--- config.mk ---
export PLATFORM = sky130hd
export DESIGN_NAME = readout_rx_state_decision_accumulator
export DESIGN_NICKNAME = d
export VERILOG_FILES = /design/src/rtl/readout_rx_state_decision_accumulator.sv
export SDC_FILE = /design/constraint.sdc
export NUM_CORES = 1
export LEC_CHECK = 0
export ABC_CLOCK_PERIOD_IN_PS = 10150
export BUFFER_PORTS_ARGS = -buffer_cell sky130_fd_sc_hd__buf_2
export CORE_UTILIZATION = 35
export CTS_BUF_LIST = sky130_fd_sc_hd__clkbuf_16
export CTS_CLUSTER_DIAMETER = 80
export DETAILED_ROUTE_END_ITERATION = 10
export PLACE_DENSITY = 0.51
export SLEW_MARGIN = 10
export SYNTH_ARGS = -nofsm -noshare
export SYNTH_HDL_FRONTEND = slang
export SYNTH_SLANG_ARGS = --single-unit
--- constraint.sdc ---
create_clock -name clk -period 10.15 [get_ports clk]
set_input_delay 0 -clock clk [delete_from_list [all_inputs] [get_ports clk]]
set_output_delay 0 -clock clk [all_outputs]
set_load 0.02 [all_outputs]
--- src/rtl/readout_rx_state_decision_accumulator.sv ---
// readout_rx_state_decision_accumulator: windowed I/Q integrator with a linear discriminant decision
//   clk                        : rising-edge clock
//   rst                        : asynchronous active-low reset
//   start_in, integ_len_in     : open a window of integ_len_in samples (zero length ignored)
//   abort_in                   : drop the window in progress, no decision
//   valid_sample_in, i/q_sample_in : signed demodulated samples
//   weight_i_in, weight_q_in   : signed discriminant weights, used in DECIDE
//   threshold_in               : signed threshold, score must strictly exceed it
//   busy_out                   : window open (INTEG or DECIDE)
//   finish_count_out           : one-cycle pulse with each decision
//   meas_result_condition_out  : latest decision, held between pulses
module readout_rx_state_decision_accumulator #(
   parameter int SAMPLE_WIDTH = 8,
   parameter int COUNT_WIDTH  = 10,
   parameter int WEIGHT_WIDTH = 8,
   parameter int ACC_WIDTH    = 20
) (
   input  logic                           clk,
   input  logic                           rst,
   input  logic                           start_in,
   input  logic                           abort_in,
   input  logic        [COUNT_WIDTH-1:0]  integ_len_in,
   input  logic                           valid_sample_in,
   input  logic signed [SAMPLE_WIDTH-1:0] i_sample_in,
   input  logic signed [SAMPLE_WIDTH-1:0] q_sample_in,
   input  logic signed [WEIGHT_WIDTH-1:0] weight_i_in,
   input  logic signed [WEIGHT_WIDTH-1:0] weight_q_in,
   input  logic signed [ACC_WIDTH-1:0]    threshold_in,
   output logic                           busy_out,
   output logic                           finish_count_out,
   output logic                           meas_result_condition_out
);
   localparam int SCORE_WIDTH = ACC_WIDTH + WEIGHT_WIDTH + 1;
   localparam logic [1:0] IDLE = 2'd0, INTEG = 2'd1, DECIDE = 2'd2;
   logic [1:0] state;
   logic [COUNT_WIDTH-1:0] len, count;
   logic signed [ACC_WIDTH-1:0] acc_i, acc_q, ext_i, ext_q;
   logic signed [SCORE_WIDTH-1:0] score, thr_ext;
   logic accept, last;
   // Score is wide enough for both full-scale products plus their sum, so the
   // modular product of the sign-extended operands is exact.
   always_comb begin
      ext_i    = {{(ACC_WIDTH-SAMPLE_WIDTH){i_sample_in[SAMPLE_WIDTH-1]}}, i_sample_in};
      ext_q    = {{(ACC_WIDTH-SAMPLE_WIDTH){q_sample_in[SAMPLE_WIDTH-1]}}, q_sample_in};
      score    = {{(ACC_WIDTH+1){weight_i_in[WEIGHT_WIDTH-1]}}, weight_i_in}
               * {{(WEIGHT_WIDTH+1){acc_i[ACC_WIDTH-1]}}, acc_i}
               + {{(ACC_WIDTH+1){weight_q_in[WEIGHT_WIDTH-1]}}, weight_q_in}
               * {{(WEIGHT_WIDTH+1){acc_q[ACC_WIDTH-1]}}, acc_q};
      thr_ext  = {{(WEIGHT_WIDTH+1){threshold_in[ACC_WIDTH-1]}}, threshold_in};
      accept   = start_in && !abort_in && (integ_len_in != '0);
      last     = count == len - COUNT_WIDTH'(1);
      busy_out = state != IDLE;
   end
   always_ff @(posedge clk or negedge rst) begin
      if (!rst) begin
         state                     <= IDLE;
         len                       <= '0;
         count                     <= '0;
         acc_i                     <= '0;
         acc_q                     <= '0;
         finish_count_out          <= 1'b0;
         meas_result_condition_out <= 1'b0;
      end else begin
         finish_count_out <= 1'b0;
         if (state == IDLE) begin
            if (accept) begin
               state <= INTEG;
               len   <= integ_len_in;
               count <= '0;
               acc_i <= '0;
               acc_q <= '0;
            end
         end else if (abort_in) begin
            state <= IDLE;
         end else if (state == INTEG) begin
            if (valid_sample_in) begin
               acc_i <= acc_i + ext_i;
               acc_q <= acc_q + ext_q;
               count <= count + COUNT_WIDTH'(1);
               state <= last ? DECIDE : INTEG;
            end
         end else if (state == DECIDE) begin
            finish_count_out          <= 1'b1;
            meas_result_condition_out <= score > thr_ext;
            state                     <= IDLE;
         end else begin
            state <= IDLE;
         end
      end
   end
endmodule

==> results.md <==
- Grt ovf: 0
- Inserted Clock Buffers: 9
- Full die area: ~48000 um2
- Layout Nets: 2437
- Wirelength per Cell: approximately 17 um
- CP top delay family: adder cells
- Violated checks: design-rule violations
- Worst EP required: 10.39 ns
- Final setup fails: 0
- Synthesized area: about 17000 um2
- HP Class: primary input to flop
- First-pass GRT wire length: 71000 um
- Crit path max-delay cell type: dfrtp_1
- Seq. cell area: 1600 um2
- Most common flop cell mapped by yosys: dfrtp_1
- Die W: 220 um
- Fillcell total: around 4800
- Max Fclk: between 100 and 150 MHz
- Drt drc: 6
- Final min period: 8.15 ns
- Worst Path Max Fanout: 10
- Yosys warning count: 0
- Clock Skews: ~0.018 ns
- Async SR Flop Fraction: 1.00
- Syn nets: 2409
- Largest net degree at the start of global routing: 65
- Largest stage delay, worst path: 0.76 ns
- Setup ws final: approximately 2 ns
- Mapped Cells: ~1900
- Post-CTS setup buffer count: 0
- Crit end category: flop
- Crit path kind: flop to flop
- Core area: 46700 um2
- Final period util: 0.803
- TritonCTS clock tree: done
- FF+latch count, synth: 64
- Status: finished with violations
- Area grow syn2layout: 7.85%
- Pre-antenna DRT Iters: 8
- Antenna violations before repair: 1
- Clk sinks: 64
- Cell with the most instances after synthesis: inv_1
- Clock Pin Slew Worst Setup and Hold Paths: 0.07 ns
- Post-synth top area share: 0.377
- Setup TNS: 0 ns
- Crit path buf inv count: 3
- Max cap viols: 0
- Startpoint types: flop
- Die height: 220 um
- Combined area of the multi-input logic cells: approximately 13000 um2
- RSZ-0062 raised after global routing: false
- Rel. slew slack: 0.354
- Top Ports: 70
- Seq/Total Area, Yosys: 0.0964
- Ratio of cells with drive above 1 in the final layout: 0.0585
- I/O Buffers: just under 70
- Post-synth EDFFs: 0
- Initial Util: 0.356
- Total global-route track usage: 0.190
- CP dominant cell by count: fa_1
- Critical Path AT: 8.39 ns
- Top cells by count, synth: inv_1 (407), fa_1 (313), nand2_1 (229)
- Final hold vios: 0
- 1st-iter DRT viols: around 630
- Ranking of synthesized cells by area: fa_1 (38%), ha_1 (11%), dfrtp_1 (9.6%)
- Dpl ws: 1.87 ns
- Leading area contributor after synthesis: fa_1
- Vias per inst: 4.90
- Row cnt: 79
- Mean Syn Cell Area: about 9 um2
- Number of global-route vias before repair: 13256
- Vias after detailed routing: 12370
- Routed WL: 42900 um
- Worst-Margin Slew: 0.962 ns
- Global placement routability congestion: about 0.84
- H-tree Lvls: 3
- Slew Viols, Final: 0
- Maximum clock path buffer count: 2
- Post-DRT Antenna Nets: 0
- Clk Latency, worst-skew pair: approximately 0.35 ns
- Hpwl dp: about 37000 um
- Root Buffer Master: clkbuf_16
- Synth cell types: 74
metal layers:
metal	routed length [um]	vias to the layer above	global-route usage
li1	-	5893	-
met1	19200	6247	0.245
met2	21500	182	0.339
met3	933	48	0.0119
met4	1230	0	0.0611
met5	0	-	0
timing repair:
action / 4_1_cts / 5_1_grt
resized for setup: 0 / 0
hold buffers: 15 / 0
endpoints found under the hold margin: 77 / 0
cell families (layout without fill, tap and decap cells):
group	after synthesis	count (layout)	share of synthesized area
and+or+nand+nor	550	550	0.164
buffers and inverters	480	512	0.109
adders and majority gates	459	459	0.487
AOI/OAI and AO/OA	242	242	0.0965
xor gates and xnor gates	79	79	0.0416
DFF	64	64	0.0964
muxes	9	9	0.00595
other	0	1	0
cell type report:
cell class,count,area share
antenna,1,0.000140
clock buffer,9,0.0126
clock inverter,6,0.00300
inverter,408,0.0855
multi-input combinational,1339,0.737
sequential,64,0.0894
tap,607,0.0424
timing repair buffer,89,0.0297
worst paths after layout:
kind                       depth (start not counted)                   endpoint      from  slack [ns]
min in group asynchronous                          3                   count[9]       rst        0.42
hold reg to reg                                    1                     len[9]    len[9]        0.54
setup reg to reg                                  26  meas_result_condition_out  acc_q[0]        2.00
setup / recovery                                  26  meas_result_condition_out  acc_q[0]        2.00
hold / removal                                     3           finish_count_out  abort_in        0.08
max in group asynchronous                          3                  acc_q[10]       rst        9.15
cell usage in the layout (no fill, tap or decap), types with 12 or more instances in the layout:
| cell | instances |
|---|---|
| a211oi_1 | 12 |
| a21o_1 | 28 |
| a21oi_1 | 51 |
| and2_1 | 130 |
| buf_2 | 69 |
| dfrtp_1 | 64 |
| dlygate4sd3_1 | 15 |
| fa_1 | 313 |
| ha_1 | 146 |
| inv_1 | 409 |
| nand2_1 | 229 |
| nand2b_1 | 28 |
| nand3_1 | 17 |
| nand4_1 | 12 |
| nor2_1 | 63 |
| nor3_1 | 18 |
| o21ai_0 | 71 |
| xnor2_1 | 46 |
| xor2_1 | 33 |
sequential cells by signal (all words and copies together), names as in the netlist:
register / cells
finish_count_out: 1
acc_i: 20
count: 10
meas_result_condition_out: 1
len: 10
acc_q: 20
state: 2
worst min-delay path, stage by stage:
cell and delay [ns]:
buf_2 0.12, nor3b_1 0.06, buf_4 0.18
per-stage QoR:
stage	utilization	std cells	area [um2]	hold WS, ns
floorplan	-	1883	16600	-0.296
global placement	0.375	2492	17500	0.233
detailed placement	0.375	2492	17500	0.252
CTS	0.384	2522	17900	0.0552
global route	0.384	2523	17900	0.0647
finish	0.384	2523	17900	0.0786
Power is left out: the tool's default activity adds up to more than one toggle a clock period on the data nets, which glitch-free logic cannot reach.
